`config.mk`:
```
export PLATFORM = sky130hd
export DESIGN_NAME = fetch_queue
export DESIGN_NICKNAME = d
export VERILOG_FILES = /design/src/rtl/fetch_queue.sv
export SDC_FILE = /design/constraint.sdc
export NUM_CORES = 1
export LEC_CHECK = 0
export CORE_MARGIN = 1
export CORE_UTILIZATION = 35
export CTS_CLUSTER_DIAMETER = 150
export CTS_CLUSTER_SIZE = 16
export DETAILED_ROUTE_END_ITERATION = 7
export PLACE_DENSITY_LB_ADDON = 0.15
export SLEW_MARGIN = 20
export SYNTH_ARGS = -nofsm -noshare
export SYNTH_HDL_FRONTEND = slang
export SYNTH_SLANG_ARGS = --single-unit
```
`constraint.sdc`:
```
create_clock -name Clk -period 6 [get_ports Clk]
set_input_delay 1.2 -clock Clk [delete_from_list [all_inputs] [get_ports Clk]]
set_output_delay 1.2 -clock Clk [all_outputs]
set_load 0.02 [all_outputs]
```
`src/rtl/fetch_queue.sv`:
```
// Prefetch queue: owns the fetch PC, buffers one instruction word per cycle in a
// circular FIFO and hands {instruction, PC+4} to decode; a redirect flushes and restarts.
module fetch_queue #(
  parameter int          DEPTH    = 4,
  parameter int          PTR_W    = 2,
  parameter logic [31:0] RESET_PC = 32'h0
) (
  input  logic             Clk,
  input  logic             Reset,
  output logic [31:0]      ImemAddr,
  input  logic [31:0]      ImemData,
  input  logic             Redirect,
  input  logic [31:0]      RedirectPC,
  input  logic             DecodeReady,
  output logic             InstrValid,
  output logic [31:0]      InstrOut,
  output logic [31:0]      PCPlus4Out,
  output logic [PTR_W:0]   Count
);

  typedef enum logic [1:0] {
    FILL  = 2'd0,
    RUN   = 2'd1,
    FULL  = 2'd2,
    FLUSH = 2'd3
  } state_t;

  localparam logic [PTR_W:0] FULL_CNT = (PTR_W + 1)'(DEPTH);

  state_t           stateReg;
  logic [31:0]      fetchPcReg;
  logic [PTR_W-1:0] rdPtrReg;
  logic [PTR_W-1:0] wrPtrReg;
  logic [PTR_W:0]   countReg;
  logic [PTR_W:0]   countNext;
  logic [63:0]      entryReg [DEPTH];
  logic [63:0]      headEntry;
  logic             push;
  logic             pop;

  assign headEntry  = entryReg[rdPtrReg];
  assign InstrValid = (countReg != '0);
  // Gating keeps stale or never-written storage off the decode bus.
  assign InstrOut   = InstrValid ? headEntry[63:32] : 32'h0;
  assign PCPlus4Out = InstrValid ? headEntry[31:0]  : 32'h0;
  assign ImemAddr   = fetchPcReg;
  assign Count      = countReg;

  assign pop  = InstrValid & DecodeReady & ~Redirect;
  assign push = ~Redirect & ((countReg != FULL_CNT) | pop);

  always_comb begin
    countNext = countReg;
    unique case ({push, pop})
      2'b10:   countNext = countReg + (PTR_W + 1)'(1);
      2'b01:   countNext = countReg - (PTR_W + 1)'(1);
      default: countNext = countReg;
    endcase
  end

  always_ff @(posedge Clk or negedge Reset) begin
    if (!Reset) begin
      stateReg   <= FILL;
      fetchPcReg <= RESET_PC;
      rdPtrReg   <= '0;
      wrPtrReg   <= '0;
      countReg   <= '0;
    end else if (Redirect) begin
      stateReg   <= FLUSH;
      fetchPcReg <= RedirectPC & ~32'h3;
      rdPtrReg   <= '0;
      wrPtrReg   <= '0;
      countReg   <= '0;
    end else begin
      if (push) begin
        wrPtrReg   <= wrPtrReg + PTR_W'(1);
        fetchPcReg <= fetchPcReg + 32'd4;
      end
      if (pop) begin
        rdPtrReg <= rdPtrReg + PTR_W'(1);
      end
      countReg <= countNext;
      // State is derived from the next occupancy so it can never disagree with Count.
      if (countNext == '0) begin
        stateReg <= FILL;
      end else if (countNext == FULL_CNT) begin
        stateReg <= FULL;
      end else begin
        stateReg <= RUN;
      end
    end
  end

  always_ff @(posedge Clk) begin
    if (Reset && push) begin
      entryReg[wrPtrReg] <= {ImemData, fetchPcReg + 32'd4};
    end
  end

endmodule

```
---- Word level (Yosys, flattened, before mapping) ----
Memory sizes are Yosys's and may differ from the RTL's.
Index checks and enable logic that the tools add are counted.
storage, ports and cells
  bits in registers ....................... 39
  memory bits (writable) .................. 256
  input port bits ......................... 68
  output and inout port bits .............. 100
  logic and storage cells ................. 35
  memories ................................ 1
operators by class
  $add $sub $neg .......................... 5
  eq/ne operators ......................... 3
  mux-type cells .......................... 12
  bitwise logic cells ..................... 5
  reductions and logical operators ........ 5
memories
  name      words  bits a word  rd ports  clocked after memory_dff  wr ports  line  text
  entryReg  4      64           1         0                         1         36    logic [63:0] entryReg [DEPTH];
operators with widths
  operator                                           number
  two-way mux 32 bit                                 4
  adder 32 x 3 -> 32 bit (second input constant)     1
  two-way mux 2 bit                                  4
  one-hot mux 3 bit (2 select lines)                 1
  nonzero test 3 bit                                 2
  adder 2 x 1 -> 2 bit (second input constant)       2
  nonzero test 2 bit                                 2
  adder 3 x 1 -> 3 bit (second input constant)       1
  bitwise AND 1 bit                                  3
  two-way mux 3 bit                                  1
  != test 3 bit (second input constant)              1
  subtractor 3 x 1 -> 3 bit (second input constant)  1
  == test 2 x 1 -> 1 bit (second input constant)     1
  == test 2 bit (second input constant)              1
  two-way mux 1 bit                                  2
  logical AND 1 bit                                  1
  inverter 1 bit                                     1
  OR 1 bit                                           1

---- Depth between registers and ports, before layout ----
Gate-level depths: netlist (run 1).
  word-level depth ........................ 8
  gate-level depth with buffers ........... 8
  gate-level depth less buffers ........... 6

---- Worst setup path after synthesis (run 1) ----
OpenSTA, ideal clock, no wires.
  path kind ............................... input-to-reg
  start ................................... input DecodeReady
  end ..................................... memory entryReg[0][10], enable pin
  setup time .............................. 0.426 ns
  arrival time ............................ 3.335 ns
  required time ........................... 5.574 ns
  path slack .............................. 2.239 ns
  stages .................................. 4
  buffers on the path ..................... 1
  path through ............................ nand3b_1 clkbuf_1 and3_1 and2_1
on the way
  longest elaborated chain between the ends .. 7
ends and longest elaborated chain
  element                                  line  text
  from (decl)                              14    input logic DecodeReady,
  bitwise AND 1 bit (2 in series)          49    assign pop = InstrValid & DecodeReady & ~Redirect;
  OR 1 bit                                 50    assign push = ~Redirect & ((countReg != FULL_CNT) | pop);
  bitwise AND 1 bit                        50
  logical AND 1 bit                        95    if (Reset && push) begin
  two-way mux 1 bit                        95
  two-way mux 1 bit (implied by the code)  96    entryReg[wrPtrReg] <= {ImemData, fetchPcReg + 32'd4};
  to (decl)                                36
No other way between the ends.

---- Final worst setup path (run 1) ----
  start ................................... register countReg[0], in the netlist Count[0]
  end ..................................... output InstrOut[27]
on the way
  longest elaborated chain between the ends .. 2
ends and longest elaborated chain
  element                 line  text
  from (decl)             34    logic [PTR_W:0] countReg;
  from (signal assigned)  82    countReg <= countNext;
  nonzero test 3 bit      42    assign InstrValid = (countReg != '0);
  two-way mux 32 bit      44    assign InstrOut = InstrValid ? headEntry[63:32] : 32'h0;
  to (decl)               16    output logic [31:0] InstrOut,
No other way between the ends.

==> impl_metrics.json, run 1 <==
{
  "slew_headroom_pct": 29.50,
  "initial_utilization_pct": 35.74,
  "drive_gt1_share_pct": 11.74,
  "start_kind": "flip-flop",
  "io_buffers": 161,
  "rows": 67,
  "clock_path_buffers": 3,
  "synth_edf_count": 248,
  "cts.repair.resized": 0,
  "min_period_over_period_pct": 72.93,
  "finalSetupViolations": 0,
  "yosysSeqAreaShare_pct": 69.53,
  "outcome": "completed",
  "holdPathStages": 2,
  "fin_skew_ns": 0.01974,
  "num_antenna_cells": 0,
  "slew_violations": 0,
  "hold_viol_final": 0,
  "grt-ovfl-total": 0,
  "grt_max_degree": 64,
  "fin_hold_ws_ns": 0.5778,
  "r2r_cells": 6,
  "required_ns": 4.80,
  "insertion_delay_ns": 0.52,
  "drt_wl_total_microns": 27220,
  "vdd_drop_max_v": 0.0001737,
  "h-tree-depth": 1,
  "cts_hold_buffers": 0,
  "reg2reg_from": "Count[0]$_DFFE_PN0P_",
  "cp-end-kind": "output port",
  "antenna_found_initial": 0,
  "fmax_mhz": 228.5,
  "yosys.area.top_type_share_pct": 61.84,
  "core_area_sq_um": 33700,
  "cellInternalPower_mw": 3.808,
  "die_h_microns": 187.5,
  "p_sw_mw": 1.658,
  "dr.pass1.iters": 4,
  "die-area_sq_um": 35150,
  "hold_path_class": "reg -> reg",
  "synthArstFlopShare_pct": 12.98,
  "area_growth_pct": 21.96,
  "max_slew.worst_pin.slew_ns": 1.057,
  "post-dp-hpwl_microns": 15780,
  "netlist_area_sq_um": 12040,
  "worstPathArrival_ns": 3.18,
  "leakage_nw": 4.692,
  "finalPower_mw": 5.466,
  "drc": 0,
  "synthDistinctLibCells": 37,
  "io_pins": 168,
  "synth_warnings": 0,
  "cts_tree": "yes",
  "pwr-share-clk_pct": 24.2,
  "post_drt_wl_per_cell_microns": 20.40,
  "synth-seq-cells": 285,
  "synth_ff_type": "edfxtp_1",
  "p_per_area_nw_per_um2": 372.1,
  "nFillCells": 3060,
  "ant_nets": 0,
  "cts_buffers": 21,
  "swShare_pct": 30.34,
  "synth_area_leaders": "edfxtp_1 (62%), mux4_2 (12%), dfrtp_1 (7.7%)",
  "yosys.area.top_type": "edfxtp_1",
  "cts_sinks": 285,
  "seq_power_share_pct": 44.7,
  "cap_violations": 0,
  "nets": 946,
  "cts_setup_buffers": 0,
  "final.min_clock_period_ns": 4.376,
  "drtIter0Drc": 390,
  "setup_ws_ns": 1.624,
  "grt.total_usage_pct": 15.45,
  "fin_setup_tns_ns": 0,
  "p_comb_share_pct": 31.1,
  "critPathLaunch": "Count[0]$_DFFE_PN0P_",
  "cts-root-buf": "clkbuf_16",
  "vias_per_cell": 5.004,
  "gp_congestion": 0.7331,
  "grt_pass1_wl_microns": 41650,
  "grt_pass1_vias": 6822,
  "critPathKind": "reg -> out",
  "critPathMaxFanout": 42,
  "vias": 6675,
  "clk_pin_slew_ns": 0.08,
  "rsz0062_at_grt": "false",
  "die_width_microns": 187.5,
  "worstHoldStart": "wrPtrReg[1]$_DFFE_PN0P_",
  "pre_cts_ws_ns": 1.862,
  "syn_inst": 729,
  "avgSynthCellArea_sq_um": 16.52
}
==> flip-flops by register name, summed over array words and instances (netlist names) <==
name      cells
entryReg    248
Count         3
rdPtrReg      2
ImemAddr     30
wrPtrReg      2
==> cell families after synthesis <==
kind of cell,count (synthesis),share of synthesized area (%)
buffers and inverters,61,2.286
adders and majority gates,7,0.7272
xor gates and xnor gates,42,3.055
AOI/OAI and AO/OA,48,2.483
and+or+nand+nor,221,10.13
other,1,0.03114
DFF,285,69.53
muxes,64,11.76
==> worst max-delay path: stages, from the launching register on <==
cell	delay [ns]
dfrtp_1	0.41
inv_1	0.06
ha_1	0.26
nand2b_2	0.73
buf_4	0.39
and2_1	0.18
clkdlybuf4s50_1	0.61
==> cell usage in the layout, fill, tap and decap left out, types with 2 or more instances in the layout <==
| cell type | synthesis | layout |
|---|---|---|
| xnor2_1 | 18 | 18 |
| dfrtp_4 | 0 | 2 |
| o21ai_0 | 15 | 15 |
| nor4_1 | 5 | 5 |
| and2_4 | 0 | 4 |
| clkbuf_1 | 29 | 15 |
| or3_1 | 4 | 4 |
| o211ai_1 | 3 | 3 |
| nand3_1 | 21 | 21 |
| edfxtp_1 | 248 | 248 |
| a31oi_1 | 15 | 15 |
| inv_1 | 6 | 6 |
| nand3b_1 | 2 | 2 |
| nor2_1 | 33 | 33 |
| nand2_1 | 34 | 34 |
| mux2i_1 | 2 | 2 |
| buf_4 | 7 | 7 |
| clkdlybuf4s50_1 | 0 | 160 |
| and3_1 | 4 | 4 |
| a21oi_1 | 3 | 3 |
| nand4_1 | 14 | 14 |
| nor3_1 | 12 | 12 |
| xor2_1 | 24 | 24 |
| clkbuf_16 | 0 | 21 |
| and4_1 | 5 | 5 |
| or4_1 | 15 | 15 |
| conb_1 | 1 | 4 |
| mux4_2 | 62 | 62 |
| ha_1 | 7 | 7 |
| and2_1 | 67 | 63 |
| o31ai_1 | 10 | 10 |
| dfrtp_1 | 37 | 35 |
==> cell usage after synthesis (10+ instances only) <==
cell / number
edfxtp_1: 248
and2_1: 67
mux4_2: 62
dfrtp_1: 37
nand2_1: 34
nor2_1: 33
clkbuf_1: 29
xor2_1: 24
nand3_1: 21
xnor2_1: 18
buf_2: 16
a31oi_1: 15
o21ai_0: 15
or4_1: 15
nand4_1: 14
nor3_1: 12
o31ai_1: 10
==> final cells by class <==
| type | instances | area, sq um | share of cell area (%) |
|---|---|---|---|
| Inverter | 7 | 26.28 | 0.1789 |
| Sequential cell | 285 | 8381 | 57.06 |
| Tap cell | 448 | 560.5 | 3.816 |
| Clock inverter | 2 | 13.76 | 0.09370 |
| Timing Repair Buffer | 170 | 1707 | 11.62 |
| Clock buffer | 36 | 581.8 | 3.961 |
| Multi-Input combinational cell | 386 | 3418 | 23.27 |
==> per-layer routing <==
metal  track usage (%)  wire [microns]
met3             2.639            1410
met2             25.38           12960
met1             21.67           12470
met5                 0               0
met4             3.033             378
==> power groups by stage <==
| stage | clock (mW) | sequential (mW) | combinational, mW |
|---|---|---|---|
| 3_3_place_gp | 0 | 2.49 | 1.73 |
| 5_1_grt | 1.45 | 2.47 | 1.82 |
| 2_1_floorplan | 0 | 2.40 | 1.04 |
| 3_5_place_dp | 0 | 2.50 | 1.74 |
| 4_1_cts | 1.38 | 2.45 | 1.74 |
| 6_report | 1.32 | 2.44 | 1.70 |
==> final timing paths <==
| kind | end | slack, ns |
|---|---|---|
| max | InstrOut[27] | 1.62 |
| min | wrPtrReg[1]$_DFFE_PN0P_ | 0.58 |
| max reg2reg | entryReg[0][24]$_DFFE_PP_ | 3.06 |
| min reg2reg | wrPtrReg[1]$_DFFE_PN0P_ | 0.58 |
| max in group asynchronous | rdPtrReg[0]$_DFFE_PN0P_ | 4.84 |
| min in group asynchronous | Count[0]$_DFFE_PN0P_ | 0.75 |
==> metrics by stage <==
stage / area [sq um] / util, % / instances
final: 14690 / 43.58 / 1334
after global routing: 14690 / 43.58 / 1334
after CTS: 14660 / 43.50 / 1333
after detailed placement: 14060 / 41.74 / 1295
after global placement: 14060 / 41.74 / 1295
after floorplan: 12050 / - / 732
Power figures use the tool's default switching activity.
==> inputs of run 2 (changes only) <==
==> constraint.sdc (replaced) <==
create_clock -name Clk -period 4.4 [get_ports Clk]
set_input_delay 0.88 -clock Clk [delete_from_list [all_inputs] [get_ports Clk]]
set_output_delay 0.88 -clock Clk [all_outputs]
set_load 0.02 [all_outputs]
==> run 2 against run 1 <==
Register-to-register slack worse by 1.3 ns. Critical path type unchanged. Core utilization up 0.096 points. Combinational power up 42%.
==> impl_metrics.json, run 2 (same netlist as run 1, synthesis figures left out) <==
{
  "outcome": "completed",
  "multi_input_area_sq_um": 3418,
  "start_kind": "flip-flop",
  "gp_congestion": 0.7268,
  "cap_violations": 0,
  "grt_pass1_wl_microns": 41680,
  "grt-ovfl-total": 0,
  "rows": 67,
  "die_h_microns": 187.5,
  "cts.repair.resized": 0,
  "slew_headroom_pct": 30.57,
  "finalInstanceArea_sq_um": 14720,
  "drtIter0Drc": 389,
  "required_ns": 3.52,
  "layout_commonest_cell": "edfxtp_1",
  "grt_max_degree": 63,
  "worstPathArrival_ns": 2.83,
  "fin_setup_tns_ns": 0,
  "fmax_mhz": 269.4,
  "slowest_delay_ns": 0.67,
  "final.min_clock_period_ns": 3.712,
  "rsz0062_at_grt": "false",
  "post_drt_wl_per_cell_microns": 20.12,
  "hold_path_class": "in -> async",
  "mostFrequentLayoutCells": "edfxtp_1 (248), clkdlybuf4s50_1 (160), and2_1 (63)",
  "min_period_over_period_pct": 84.36,
  "grt.total_usage_pct": 15.42,
  "cp-end-kind": "output port",
  "vias": 6671,
  "clk_pin_slew_ns": 0.07,
  "setup_ws_ns": 0.6884,
  "nets": 948,
  "fin_util_pct": 43.68,
  "place_area_sq_um": 14120,
  "die-area_sq_um": 35150,
  "cts_buffers": 21,
  "antenna_found_initial": 0,
  "grt_pass1_vias": 6957,
  "insertion_delay_ns": 0.51,
  "finalSetupViolations": 0,
  "drt_wl_total_microns": 26880,
  "vdd_drop_max_v": 0.0002410,
  "cts_hold_buffers": 0,
  "register_area_sq_um": 8381,
  "critPathKind": "reg -> out",
  "cts_tree": "yes",
  "hold_viol_final": 0,
  "cts_setup_buffers": 0,
  "cts-root-buf": "clkbuf_16",
  "clock_path_buffers": 3,
  "io_pins": 168,
  "p_per_area_nw_per_um2": 508.2,
  "drive_gt1_share_pct": 11.94,
  "post-dp-hpwl_microns": 16310,
  "layout.cells.non_filler": 1336,
  "fin_skew_ns": 0.007210,
  "slowest_stage": "clkdlybuf4s50_1",
  "finalPower_mw": 7.481,
  "core_area_sq_um": 33700,
  "h-tree-depth": 1,
  "die_width_microns": 187.5,
  "dpl.cell_count": 1298,
  "leakage_nw": 4.705,
  "largest_reg_flops": 248,
  "fin_hold_ws_ns": 0.5104,
  "initial_utilization_pct": 35.74,
  "area_growth_pct": 22.23,
  "num_antenna_cells": 0,
  "pre_cts_ws_ns": 1.101,
  "regMostFlops": "entryReg",
  "ant_nets": 0,
  "slew_violations": 0,
  "drc": 0,
  "dr.pass1.iters": 5,
  "nFillCells": 3075,
  "cts_sinks": 285,
  "path_cells": "inv_1, ha_1, nand2b_2, buf_12, and2_1, clkdlybuf4s50_1",
  "vias_per_cell": 4.993,
  "max_slew.worst_pin.slew_ns": 1.041,
  "io_buffers": 161,
  "critPathMaxFanout": 40
}
run 2: power by group:
group / internal, mW / switching (mW) / leakage, nW / total, mW
combinational: 1.21 / 1.20 / 1.73 / 2.41
clock: 0.904 / 0.890 / 0.285 / 1.79
sequential: 3.11 / 0.162 / 2.69 / 3.28
run 2: layer usage:
layer  wire [microns]  vias to the layer above  part of all wire, %  GRT usage [%]
met5                0                        -                    0              0
met4              320                        0                  1.2          3.127
met1            12220                     3344                   45          21.14
met3             1253                       27                  4.7          2.471
met2            13080                      189                   49          25.98
li1                 -                     3111                    -              -
run 2: cell type report:
class	instances	area share, %
clock buffer	36	3.952
timing repair buffer	172	11.81
sequential	285	56.93
multi-input combinational	386	23.22
tap	448	3.808
inverter	7	0.1785
clock inverter	2	0.09350
run 2: path summary, 6_finish.rpt:
check                                         startpoint                   endpoint  slack [ns]  cells after the start
worst min-delay path                               Reset   ImemAddr[18]$_DFFE_PN0P_        0.51                      2
worst min register to register   wrPtrReg[1]$_DFFE_PN0P_    wrPtrReg[1]$_DFFE_PN0P_        0.58                      2
max in group asynchronous                          Reset    rdPtrReg[1]$_DFFE_PN0P_        3.47                      2
worst max register to register  ImemAddr[21]$_DFFE_PN0P_  entryReg[3][29]$_DFFE_PP_        1.79                      4
min in group Clk                 wrPtrReg[1]$_DFFE_PN0P_    wrPtrReg[1]$_DFFE_PN0P_        0.58                      2
worst max-delay path                Count[0]$_DFFE_PN0P_             PCPlus4Out[31]        0.69                      6
run 2: worst max-delay path, delay by kind of cell (launching register included):
| family | cells | cell delay [ns] |
|---|---|---|
| buffers and inverters | 3 | 1.01 |
| DFF | 1 | 0.42 |
| adders and majority gates | 1 | 0.26 |
| and+or+nand+nor | 2 | 0.62 |
